**src/rtl/conv_pkg.sv**
```systemverilog
// Shared constants and state encoding for the convolution line-buffer path.
// Latency: none (declarations only).
// Backpressure: none (declarations only).
package conv_pkg;

  localparam logic [1:0] ST_IDLE   = 2'd0;
  localparam logic [1:0] ST_FILL   = 2'd1;
  localparam logic [1:0] ST_STREAM = 2'd2;
  localparam logic [1:0] ST_FLUSH  = 2'd3;

  typedef enum logic [1:0] {
    S_IDLE   = ST_IDLE,
    S_FILL   = ST_FILL,
    S_STREAM = ST_STREAM,
    S_FLUSH  = ST_FLUSH
  } state_t;

  // Default frame geometry, shared with conv_shiftreg and its bench.
  localparam int H_DEF  = 418;
  localparam int V_DEF  = 418;
  localparam int DW_DEF = 16;
  localparam int CW_DEF = 16;

endpackage

```
**src/rtl/conv_linebuf_ctrl_if.sv**
```systemverilog
// Pixel-in / line-buffer-out / window-status bundle for conv_linebuf_ctrl.
// Latency: none (wiring only).
// Backpressure: in_ready qualifies in_valid; all other outputs are unconditioned.
interface conv_linebuf_ctrl_if
  import conv_pkg::*;
#(
  parameter int DW = DW_DEF,
  parameter int CW = CW_DEF
);
  logic          in_sof;
  logic          in_valid;
  logic [DW-1:0] in_data;
  logic          in_ready;
  logic          sr_wr_en;
  logic [DW-1:0] sr_wr_data;
  logic          sr_rd_en;
  logic          sr_rd_hs;
  logic          win_valid;
  logic [CW-1:0] win_col;
  logic [CW-1:0] win_row;
  logic          frame_done;
  logic          sof_err;

  // Pixel source and window consumer side.
  modport master (
    output in_sof, in_valid, in_data,
    input  in_ready, sr_wr_en, sr_wr_data, sr_rd_en, sr_rd_hs,
    input  win_valid, win_col, win_row, frame_done, sof_err
  );

  // Controller side.
  modport slave (
    input  in_sof, in_valid, in_data,
    output in_ready, sr_wr_en, sr_wr_data, sr_rd_en, sr_rd_hs,
    output win_valid, win_col, win_row, frame_done, sof_err
  );
endinterface

```
**src/rtl/conv_pos_cnt.sv**
```systemverilog
// Column/row position counter with line and frame wrap flags.
// Latency: counts update on the edge after inc/clr; flags are combinational.
// Backpressure: holds while inc is low; clr has priority over inc.
module conv_pos_cnt #(
  parameter int H  = 418,
  parameter int V  = 418,
  parameter int CW = 16
) (
  input  logic          pclk,
  input  logic          rst,
  input  logic          clr,
  input  logic          inc,
  output logic [CW-1:0] col,
  output logic [CW-1:0] row,
  output logic          eol,
  output logic          eof
);

  assign eol = (col == CW'(H - 1));
  assign eof = eol && (row == CW'(V - 1));

  // clr with inc means the (0,0) pixel is consumed in the same cycle, so the
  // next position is column 1.
  always_ff @(posedge pclk or negedge rst) begin
    if (!rst) begin
      col <= '0;
      row <= '0;
    end else if (clr) begin
      col <= inc ? CW'(1) : '0;
      row <= '0;
    end else if (inc) begin
      if (eol) begin
        col <= '0;
        row <= eof ? '0 : row + CW'(1);
      end else begin
        col <= col + CW'(1);
      end
    end
  end

endmodule

```
**src/rtl/conv_linebuf_ctrl.sv**
```systemverilog
// Sequences the 3-row line buffer from a pixel stream and tags window positions.
// Latency: write 1 cycle after acceptance; window status 1 cycle after the read.
// Backpressure: in_ready drops for one cycle per line end and for the whole flush line.
module conv_linebuf_ctrl
  import conv_pkg::*;
#(
  parameter int H  = H_DEF,
  parameter int V  = V_DEF,
  parameter int DW = DW_DEF,
  parameter int CW = CW_DEF
) (
  input logic               pclk,
  input logic               rst,
  conv_linebuf_ctrl_if.slave bus
);

  state_t        state;
  logic          in_ready_q, gap_q, hs_q, flush_done_q, frame_done_q, sof_err_q;
  logic          wr_en_q, rd_en_q, win_valid_q;
  logic [DW-1:0] wr_data_q;
  logic [CW-1:0] wcol_q, wrow_q, win_col_q, win_row_q;
  logic [CW-1:0] col, row, iss_col, iss_row;
  logic          eol, eof;
  logic          take, sof_take, issue, is_flush, iss_eol, iss_eof, cnt_clr, cnt_inc;

  assign take     = bus.in_valid & in_ready_q;
  assign sof_take = take & bus.in_sof;

  // Decide whether a line-buffer write is issued this cycle and where it comes from.
  always_comb begin
    issue    = 1'b0;
    is_flush = 1'b0;
    case (state)
      S_IDLE:           issue = sof_take;
      S_FILL, S_STREAM: issue = take;
      S_FLUSH: begin
        is_flush = !gap_q && !flush_done_q;
        issue    = is_flush;
      end
      default: ;
    endcase
  end

  // An SOF pixel is always position (0,0), whatever the counters hold.
  assign iss_col = sof_take ? '0 : col;
  assign iss_row = sof_take ? '0 : row;
  assign iss_eol = issue && !sof_take && eol;
  assign iss_eof = iss_eol && eof;
  // The flush line ends on a clear alone so the counters rest at (0,0) in IDLE.
  assign cnt_clr = sof_take || (is_flush && eol);
  assign cnt_inc = issue && !(is_flush && eol);

  conv_pos_cnt #(.H(H), .V(V), .CW(CW)) u_pos (
    .pclk (pclk),
    .rst  (rst),
    .clr  (cnt_clr),
    .inc  (cnt_inc),
    .col  (col),
    .row  (row),
    .eol  (eol),
    .eof  (eof)
  );

  // Frame sequencing: IDLE -> FILL (rows 0,1) -> STREAM -> FLUSH (one zero line).
  always_ff @(posedge pclk or negedge rst) begin
    if (!rst) begin
      state        <= S_IDLE;
      in_ready_q   <= 1'b1;
      flush_done_q <= 1'b0;
      frame_done_q <= 1'b0;
      sof_err_q    <= 1'b0;
    end else begin
      frame_done_q <= 1'b0;
      in_ready_q   <= !iss_eol;
      if (sof_take && state != S_IDLE) sof_err_q <= 1'b1;
      case (state)
        S_IDLE:   if (sof_take) state <= S_FILL;
        S_FILL:   if (iss_eol && row == CW'(1)) state <= S_STREAM;
        S_STREAM: begin
          if (sof_take) state <= S_FILL;
          else if (iss_eof) state <= S_FLUSH;
        end
        S_FLUSH: begin
          in_ready_q <= 1'b0;
          if (is_flush && eol) flush_done_q <= 1'b1;
          // hs of the flush line itself closes the frame.
          if (hs_q && flush_done_q) begin
            state        <= S_IDLE;
            in_ready_q   <= 1'b1;
            flush_done_q <= 1'b0;
            frame_done_q <= 1'b1;
          end
        end
        default: state <= S_IDLE;
      endcase
    end
  end

  // Write stage, line-end gap/handshake, and the window stage one cycle behind the read.
  always_ff @(posedge pclk or negedge rst) begin
    if (!rst) begin
      gap_q       <= 1'b0;
      hs_q        <= 1'b0;
      wr_en_q     <= 1'b0;
      rd_en_q     <= 1'b0;
      wr_data_q   <= '0;
      wcol_q      <= '0;
      wrow_q      <= '0;
      win_valid_q <= 1'b0;
      win_col_q   <= '0;
      win_row_q   <= '0;
    end else begin
      gap_q   <= iss_eol;
      hs_q    <= gap_q;
      wr_en_q <= issue;
      rd_en_q <= issue && (is_flush || (state == S_STREAM && !sof_take));
      if (issue) begin
        wr_data_q <= is_flush ? '0 : bus.in_data;
        wcol_q    <= iss_col;
        wrow_q    <= is_flush ? CW'(V - 1) : iss_row - CW'(1);
      end
      win_valid_q <= rd_en_q;
      win_col_q   <= wcol_q;
      win_row_q   <= wrow_q;
    end
  end

  assign bus.in_ready   = in_ready_q;
  assign bus.sr_wr_en   = wr_en_q;
  assign bus.sr_wr_data = wr_data_q;
  assign bus.sr_rd_en   = rd_en_q;
  assign bus.sr_rd_hs   = hs_q;
  assign bus.win_valid  = win_valid_q;
  assign bus.win_col    = win_col_q;
  assign bus.win_row    = win_row_q;
  assign bus.frame_done = frame_done_q;
  assign bus.sof_err    = sof_err_q;

endmodule

```
**src/flat_wrapper.sv**
```systemverilog
// flat-port wrapper written by rule: the top's interface ports become plain ports
module conv_linebuf_ctrl_flat import conv_pkg::*;
#(
  parameter int H  = H_DEF,
  parameter int V  = V_DEF,
  parameter int DW = DW_DEF,
  parameter int CW = CW_DEF
)
  (pclk, rst, bus_in_sof, bus_in_valid, bus_in_data, bus_in_ready, bus_sr_wr_en, bus_sr_wr_data, bus_sr_rd_en, bus_sr_rd_hs, bus_win_valid, bus_win_col, bus_win_row, bus_frame_done, bus_sof_err);
  conv_linebuf_ctrl_if #(.DW(DW), .CW(CW)) bus_i ();
  input logic pclk;
  input logic rst;
  input wire logic [$bits(bus_i.in_sof)-1:0] bus_in_sof;
  input wire logic [$bits(bus_i.in_valid)-1:0] bus_in_valid;
  input wire logic [$bits(bus_i.in_data)-1:0] bus_in_data;
  output wire logic [$bits(bus_i.in_ready)-1:0] bus_in_ready;
  output wire logic [$bits(bus_i.sr_wr_en)-1:0] bus_sr_wr_en;
  output wire logic [$bits(bus_i.sr_wr_data)-1:0] bus_sr_wr_data;
  output wire logic [$bits(bus_i.sr_rd_en)-1:0] bus_sr_rd_en;
  output wire logic [$bits(bus_i.sr_rd_hs)-1:0] bus_sr_rd_hs;
  output wire logic [$bits(bus_i.win_valid)-1:0] bus_win_valid;
  output wire logic [$bits(bus_i.win_col)-1:0] bus_win_col;
  output wire logic [$bits(bus_i.win_row)-1:0] bus_win_row;
  output wire logic [$bits(bus_i.frame_done)-1:0] bus_frame_done;
  output wire logic [$bits(bus_i.sof_err)-1:0] bus_sof_err;
  assign bus_i.in_sof = bus_in_sof;
  assign bus_i.in_valid = bus_in_valid;
  assign bus_i.in_data = bus_in_data;
  assign bus_in_ready = bus_i.in_ready;
  assign bus_sr_wr_en = bus_i.sr_wr_en;
  assign bus_sr_wr_data = bus_i.sr_wr_data;
  assign bus_sr_rd_en = bus_i.sr_rd_en;
  assign bus_sr_rd_hs = bus_i.sr_rd_hs;
  assign bus_win_valid = bus_i.win_valid;
  assign bus_win_col = bus_i.win_col;
  assign bus_win_row = bus_i.win_row;
  assign bus_frame_done = bus_i.frame_done;
  assign bus_sof_err = bus_i.sof_err;
  conv_linebuf_ctrl #(.H(H), .V(V), .DW(DW), .CW(CW)) u_core (.pclk(pclk), .rst(rst), .bus(bus_i));
endmodule
```
**config.mk**
```make
export PLATFORM = sky130hd
export DESIGN_NAME = conv_linebuf_ctrl_flat
export DESIGN_NICKNAME = d
export VERILOG_FILES = /design/src/rtl/conv_pkg.sv /design/src/rtl/conv_linebuf_ctrl_if.sv /design/src/rtl/conv_pos_cnt.sv /design/src/rtl/conv_linebuf_ctrl.sv /design/src/flat_wrapper.sv
export SDC_FILE = /design/constraint.sdc
export NUM_CORES = 1
export LEC_CHECK = 0
export CAP_MARGIN = 20
export CORE_ASPECT_RATIO = 0.75
export CORE_MARGIN = 2
export CORE_UTILIZATION = 49
export DETAILED_ROUTE_END_ITERATION = 10
export HOLD_SLACK_MARGIN = 0.06
export PLACE_DENSITY = 0.85
export SLEW_MARGIN = 20
export SYNTH_ARGS = -nofsm -noshare
export SYNTH_HDL_FRONTEND = slang
export SYNTH_SLANG_ARGS = --single-unit
```
**constraint.sdc**
```tcl
create_clock -name pclk -period 2.4 [get_ports pclk]
set_clock_uncertainty 0.1 [all_clocks]
set_input_delay 0.48 -clock pclk [delete_from_list [all_inputs] [get_ports pclk]]
set_output_delay 0.48 -clock pclk [all_outputs]
set_load 0.01 [all_outputs]
```
==> results of run 1 <==
## timing repair
item	4_1_cts	5_1_grt
pin swaps	1	17
endpoints found under the setup margin	19	32
buffers inserted	3	8
gates cloned	0	3
hold endpoints to repair	35	0
resized for setup	17	44
hold buffers	1	0
## cell usage in the layout, fill, tap and decap left out, drive strengths merged, types with 10 or more instances in the layout
master         instances
dfrtp                122
nand2                 81
buf                   79
clkdlybuf4s50         73
o21ai                 41
nand3                 32
a21oi                 22
or3                   21
clkbuf                18
inv                   18
nor2                  17
a22o                  14
nor3                  12
a211oi                10
## registers in the layout, summed over array words and instances, names as in the netlist
register,count
u_core.bus.sr_wr_data,16
u_core.bus.win_col,16
u_core.bus.win_row,16
u_core.u_pos.col,16
u_core.u_pos.row,16
u_core.wcol_q,16
u_core.wrow_q,16
u_core.state,2
u_core.bus.frame_done,1
u_core.bus.in_ready,1
u_core.bus.sof_err,1
u_core.bus.sr_rd_en,1
u_core.bus.sr_rd_hs,1
u_core.bus.sr_wr_en,1
u_core.bus.win_valid,1
u_core.flush_done_q,1
u_core.gap_q,1
## worst max-delay path by stage
stage,startpoint,to,slack [ns],depth (start not counted)
2_1_floorplan,u_core.state[1]$_DFFE_PN0P_,u_core.state[0]$_DFFE_PN0P_,-0.11,7
3_3_place_gp,bus_in_valid,u_core.state[0]$_DFFE_PN0P_,-0.22,6
3_5_place_dp,bus_in_valid,u_core.u_pos.row[5]$_DFFE_PN0P_,-0.25,6
4_1_cts,u_core.u_pos.row[5]$_DFFE_PN0P_,u_core.state[0]$_DFFE_PN0P_,-0.05,5
5_1_grt,u_core.u_pos.col[6]$_DFFE_PN0P_,u_core.u_pos.row[13]$_DFFE_PN0P_,-0.26,7
6_report,u_core.u_pos.col[6]$_DFFE_PN0P_,u_core.u_pos.row[13]$_DFFE_PN0P_,-0.18,7
## kinds of logic (layout without fill, tap and decap cells)
logic type / Yosys count / count (layout)
flip-flops: 123 / 123
AO/OA/AOI/OAI: 129 / 129
AND/OR/NAND/NOR: 209 / 209
XOR/XNOR: 14 / 14
buffers and inverters: 48 / 197
adder cells (fa/ha/maj): 9 / 9
## metrics by stage
stage,setup slack [ns],utilization,instances,setup TNS (ns),power (uW)
3_3_place_gp,-0.216,0.616,774,-2.33,5550
5_1_grt,-0.256,0.707,821,-1.36,9240
4_1_cts,-0.0529,0.682,810,-0.0622,8480
3_5_place_dp,-0.246,0.616,774,-4.66,5690
2_1_floorplan,-0.107,-,532,-0.107,4280
6_report,-0.176,0.707,821,-0.317,8850
## worst reg2reg max path: stages (launching register included)
cell and delay, ns:
dfrtp_1 0.47, nor4_2 0.41, nand4_1 0.28, buf_6 0.22, buf_4 0.14, a2111oi_4 0.47
xnor2_1 0.16, nor3_1 0.21
## cells in the mapped netlist, types with 4 or more instances
cell / count / area (um2)
dfrtp_1: 122 / 3050
nand2_1: 81 / 304
o21ai_0: 40 / 200
nand3_1: 32 / 160
clkbuf_1: 28 / 105
a21oi_1: 22 / 110
or3_1: 19 / 119
nor2_1: 17 / 63.8
a22o_1: 14 / 123
nor3_1: 12 / 60.1
inv_1: 11 / 41.3
a211oi_1: 9 / 67.6
ha_1: 9 / 113
nand4_1: 9 / 56.3
xnor2_1: 9 / 78.8
o31ai_1: 8 / 60.1
or4_1: 7 / 52.6
and3_1: 6 / 37.5
nor4_1: 6 / 37.5
xor2_1: 5 / 43.8
a21o_1: 4 / 30.0
buf_2: 4 / 20.0
buf_6: 4 / 45.0
o211ai_1: 4 / 30.0
## metal layers
layer	vias up	share of wire	track usage
li1	2197	-	-
met5	-	0	0
met4	0	0.043	0.122
met3	101	0.11	0.0718
met1	2452	0.38	0.338
met2	375	0.46	0.420
## where the power goes
part / total, uW / switching [uW] / internal, uW
Combinational: 3360 / 1830 / 1530
Clock: 2680 / 1000 / 1680
Sequential: 2800 / 243 / 2560
Total: 8850 / 3080 / 5770
## final cells by class
cell class	count	share of cell area
clock buffer	18	0.0572
timing repair buffer	153	0.181
clock inverter	14	0.0235
inverter	12	0.00587
multi-input combinational	361	0.308
tap	140	0.0228
sequential	123	0.401
==> flow_summary.json, run 1 <==
{
  "status": "finished with violations",
  "violations": "setup timing",
  "fp.dieW_um": 126,
  "drc": 0,
  "grt_pass1_vias": 4998,
  "nets": 697,
  "layout-drive-gt1-share": 0.235,
  "syn2layout_area_growth_pct": 41.3,
  "synth_edf_count": 0,
  "placed_area_mm2": 0.00669,
  "critPathSlowestCell": "dfrtp_1",
  "hp-start": "u_core.wcol_q[6]$_DFFE_PN0P_",
  "antenna_left": 0,
  "synth_top_family_by_area": "simple AND/OR/NAND/NOR gates",
  "worst_skew_pair.late_latency_ns": 0.42,
  "yosysSeqAreaShare": 0.567,
  "cp.buffers_inverters": 2,
  "fp.dieH_um": 95.2,
  "nFillCells": 669,
  "ys_async_sr_fraction": 1.00,
  "power_density_mw_per_mm2": 1150,
  "cts.sinks": 123,
  "grt_max_degree": 51,
  "fin_ws_ns": -0.176,
  "critPathLaunchType": "register",
  "cp.arrival_ns": 2.79,
  "rr_startpoint": "u_core.u_pos.col[6]$_DFFE_PN0P_",
  "wl_mm": 16.6,
  "initial_core_util": 0.500,
  "grt-ovfl-total": 0,
  "max_stage_delay_ns": 0.47,
  "worst_pin_slew_ns": 0.517,
  "regArea_mm2": 0.00308,
  "ff2ff_path_depth": 7,
  "hold_class": "register to register",
  "slew_headroom": 0.653,
  "syn_avg_cell_area_um2": 10.2,
  "p_leak_uw": 0.00339,
  "drtIter0Drc": 668,
  "cpLargestDelayFamily": "simple AND/OR/NAND/NOR gates",
  "cts_tree": "done",
  "synth_compound_area_frac": 0.157,
  "dr.pass1.iters": 6,
  "ctsHtreeMaxLevel": 4,
  "synth_ff_type": "dfrtp_1",
  "hpwl_mm": 9.79,
  "maxSlewViolCount": 0,
  "period_share": 1.07,
  "min_to": "u_core.bus.win_col[6]$_DFF_PN0_",
  "crit_type": "register to register",
  "dieArea_mm2": 0.0120,
  "path_clk_slew_ns": 0.06,
  "grt_pass1_wl_mm": 24.7,
  "cp_max_fo": 6,
  "core_area_mm2": 0.0109,
  "r2r-end": "u_core.u_pos.row[13]$_DFFE_PN0P_",
  "synth-simple-area-share": 0.193,
  "finalSetupViolCount": 7,
  "syn_area_mm2": 0.00543,
  "synth.distinct_cells": 55,
  "critPathRequiredTime_ns": 2.61,
  "crit_path_cell_trace": "nor4_2 -> nand4_1 -> buf_6 -> buf_4 -> a2111oi_4 -> xnor2_1 -> nor3_1",
  "globalRouteTotalUtil": 0.263,
  "synth_xor_area_frac": 0.0226,
  "hold-worst-slack_ns": 0.273,
  "antenna_cells": 0,
  "viasPerCell": 6.24,
  "rsz0062_at_grt": "yes",
  "synth_seq_cells": 123,
  "synth_warnings": 0,
  "ir_drop_mv": 0.716,
  "fmax_mhz": 388,
  "grt_antenna_before_repair": 0,
  "num_vias": 5125,
  "cts_root_buf": "clkbuf_16",
  "max_cap_viol_count": 0,
  "rows": 33,
  "end_kind": "register",
  "syn_nets": 561,
  "synthAdderAreaFrac": 0.0207,
  "final_cell_area_mm2": 0.00768,
  "muxShareOfSynthArea": 0,
  "clk_path_buf_depth": 2,
  "min_path_cells": 0,
  "io_buffers": 74,
  "fin_crit_ns": 2.58,
  "multi_input_area_mm2": 0.00237,
  "ios": 75,
  "synthCells": 532,
  "wl_per_cell_um": 20.2,
  "hold_viol_final": 0,
  "gp_congestion": 0.910,
  "cts-buffers-inserted": 17,
  "rrSetupSlack_ns": -0.18
}
Note: power is estimated with default switching activity, not from simulation.
==> run 2: changes to the inputs <==
--- a/config.mk
+++ b/config.mk
@@ -5,13 +5,14 @@
 export SDC_FILE = /design/constraint.sdc
 export NUM_CORES = 1
 export LEC_CHECK = 0
+export ABC_AREA = 1
 export CAP_MARGIN = 20
-export CORE_ASPECT_RATIO = 0.75
 export CORE_MARGIN = 2
-export CORE_UTILIZATION = 49
+export CORE_UTILIZATION = 50
 export DETAILED_ROUTE_END_ITERATION = 10
 export HOLD_SLACK_MARGIN = 0.06
-export PLACE_DENSITY = 0.85
+export PLACE_DENSITY = 0.86
+export RECOVER_POWER = 25
 export SLEW_MARGIN = 20
 export SYNTH_ARGS = -nofsm -noshare
 export SYNTH_HDL_FRONTEND = slang
==> run 2 against run 1 <==
Register-to-register slack better by 0.43 ns. First-iteration DRC count down 42%. Worst hold slack worse by 0.0021 ns. Combinational power down 16%. The flow now finishes without violations.
==> flow_summary.json, run 2 <==
{
  "cp_max_fo": 19,
  "slew_headroom": 0.214,
  "io_buffers": 74,
  "crit_path_cell_trace": "inv_1 -> ha_1 -> inv_1 -> nor2_2 -> nand2_2 -> nor2_8 -> nand2_4 -> nand2_4 -> inv_2 -> nand2_2 -> o21ai_0",
  "initial_core_util": 0.510,
  "hold_class": "register to register",
  "yosysSeqAreaShare": 0.534,
  "p_total_uw": 8290,
  "nets": 787,
  "syn_area_mm2": 0.00577,
  "rrSetupSlack_ns": 0.25,
  "globalRouteTotalUtil": 0.241,
  "synth_ff_type": "dfrtp_1",
  "wl_per_cell_um": 15.6,
  "synth_edf_count": 0,
  "grt_antenna_before_repair": 0,
  "most-common-layout-cells": "168 x nand2_1, 122 x dfrtp_1, 73 x clkdlybuf4s50_1",
  "wl_mm": 14.2,
  "p_int_uw": 5550,
  "synth_common_cells": "168 x nand2_1, 122 x dfrtp_1, 62 x nor2_1, 50 x o21ai_0, 47 x inv_1",
  "fp.dieW_um": 111,
  "rows": 39,
  "end_kind": "register",
  "stdcell_count": 912,
  "rr_startpoint": "u_core.u_pos.col[1]$_DFFE_PN0P_",
  "rsz0062_at_grt": "no",
  "final_util": 0.651,
  "grt-ovfl-total": 0,
  "worst_skew_pair.late_latency_ns": 0.42,
  "p_leak_uw": 0.00346,
  "regArea_mm2": 0.00308,
  "swShare": 0.330,
  "grt_max_degree": 51,
  "max_stage_delay_ns": 0.40,
  "path_clk_slew_ns": 0.05,
  "critPathLaunchType": "register",
  "critPathRequiredTime_ns": 2.58,
  "crit_type": "register to register",
  "grt-busiest-layer": "met2",
  "dieArea_mm2": 0.0124,
  "period_share": 0.896,
  "worst_pin_slew_ns": 1.18,
  "syn_nets": 696,
  "grt_pass1_vias": 4903,
  "grt_pass1_wl_mm": 23.6,
  "r2r-end": "u_core.u_pos.col[0]$_DFFE_PN0P_",
  "clkPwrFrac": 0.307,
  "critPathSlowestCell": "dfrtp_1",
  "ctsHtreeMaxLevel": 4,
  "nFillCells": 906,
  "placed_area_mm2": 0.00678,
  "grt_use_met2": 0.374,
  "met3_usage": 0.0670,
  "dr.pass1.iters": 5,
  "status": "finished, final reports clean",
  "gp_congestion": 0.934,
  "fp.dieH_um": 111,
  "layout-drive-gt1-share": 0.0988,
  "ir_drop_mv": 0.626,
  "dp.cells": 881,
  "sequentialPowerShare": 0.351,
  "hpwl_mm": 10.1,
  "final_cell_area_mm2": 0.00737,
  "drtIter0Drc": 386,
  "syn2layout_area_growth_pct": 27.8,
  "p_switching_uw": 2740,
  "post_cts_buffers": 0,
  "yosys-top-cells-area": "dfrtp_1 53%, nand2_1 11%, o21ai_0 4.3%",
  "antenna_cells": 0,
  "met1_usage": 0.319,
  "synth_seq_cells": 123,
  "endpoint": "u_core.u_pos.col[0]$_DFFE_PN0P_",
  "finalSetupViolCount": 0,
  "maxSlewViolCount": 0,
  "cp.arrival_ns": 2.33,
  "cts-buffers-inserted": 17,
  "yosysTopAreaCell": "dfrtp_1",
  "core_area_mm2": 0.0113,
  "drc": 0,
  "cts_root_buf": "clkbuf_16",
  "hold_viol_final": 0,
  "ys_async_sr_fraction": 1.00,
  "synthCells": 667,
  "fmax_mhz": 465,
  "multi_input_area_mm2": 0.00233,
  "syn_avg_cell_area_um2": 8.65,
  "fin_crit_ns": 2.15,
  "fin_ws_ns": 0.250,
  "max_cap_viol_count": 0,
  "place_ws_ns": -0.00944,
  "power_density_mw_per_mm2": 1120,
  "viasPerCell": 5.42,
  "synth.distinct_cells": 36,
  "yosysMostFrequentCell": "nand2_1",
  "synth_warnings": 0,
  "ios": 75,
  "antenna_left": 0,
  "critPathLaunch": "u_core.u_pos.col[1]$_DFFE_PN0P_",
  "final_common_cell": "nand2_1",
  "clk_path_buf_depth": 2,
  "cts.sinks": 123,
  "cts_tree": "done",
  "synth.top_cell.area_share": 0.529,
  "num_vias": 4943,
  "combPwrFrac": 0.342,
  "ff2ff_path_depth": 11
}
[run 2: area by class of cell]
cell class | instances | share of cell area
multi-input cells | 459 | 0.317
inverters | 57 | 0.0290
clock inverters | 8 | 0.0161
clock buffers | 22 | 0.0630
well taps | 143 | 0.0243
flip-flops and latches | 123 | 0.418
repair buffers | 100 | 0.133
[run 2: power groups by stage]
stage / Sequential [uW] / Clock, uW / Combinational, uW
6_report: 2910 / 2550 / 2830
5_1_grt: 2960 / 2690 / 3110
4_1_cts: 2910 / 2580 / 2850
3_5_place_dp: 2940 / 0 / 2830
3_3_place_gp: 2910 / 0 / 2720
2_1_floorplan: 2990 / 0 / 1470
[run 2: metal layers]
layer,vias up,share of wire
li1,2375,-
met1,2367,0.44
met2,177,0.48
met3,24,0.063
met4,0,0.019
met5,-,0
[run 2: cell families (layout without fill, tap and decap cells)]
kind of cell,count (synthesis),in the layout,share of synthesized area
AOI/OAI and AO/OA,97,97,0.100
and+or+nand+nor,331,331,0.252
buffers and inverters,85,187,0.0620
xor gates and xnor gates,22,22,0.0334
adders and majority gates,9,9,0.0195
DFF,123,123,0.534
[run 2: how the worst min path moves through the flow]
stage | from | end | cells after the start
after floorplan | rst | u_core.bus.frame_done$_DFF_PN0_ | 0
after global placement | u_core.wcol_q[8]$_DFFE_PN0P_ | u_core.bus.win_col[8]$_DFF_PN0_ | 0
after detailed placement | u_core.wcol_q[14]$_DFFE_PN0P_ | u_core.bus.win_col[14]$_DFF_PN0_ | 0
after CTS | u_core.wcol_q[2]$_DFFE_PN0P_ | u_core.bus.win_col[2]$_DFF_PN0_ | 0
after global routing | u_core.gap_q$_DFF_PN0_ | u_core.bus.sr_rd_hs$_DFF_PN0_ | 0
final | u_core.wcol_q[9]$_DFFE_PN0P_ | u_core.bus.win_col[9]$_DFF_PN0_ | 0
[run 2: timing repair]
action                                 in CTS  in global routing
resized for setup                           0                  0
endpoints found under the hold margin      40                  0
hold buffers                                1                  0
[run 2: worst max-delay path, delay by kind of cell (launching register included)]
kind | cells | cell delay (ns)
and+or+nand+nor | 6 | 0.91
DFF | 1 | 0.40
buffers and inverters | 3 | 0.27
adders and majority gates | 1 | 0.16
AOI/OAI and AO/OA | 1 | 0.16
[run 2: stage by stage]
step | hold slack [ns] | setup TNS, ns
2_1_floorplan | 0.0844 | 0
3_3_place_gp | 0.260 | 0
3_5_place_dp | 0.260 | -0.0139
4_1_cts | 0.273 | 0
5_1_grt | 0.281 | 0
6_report | 0.271 | 0
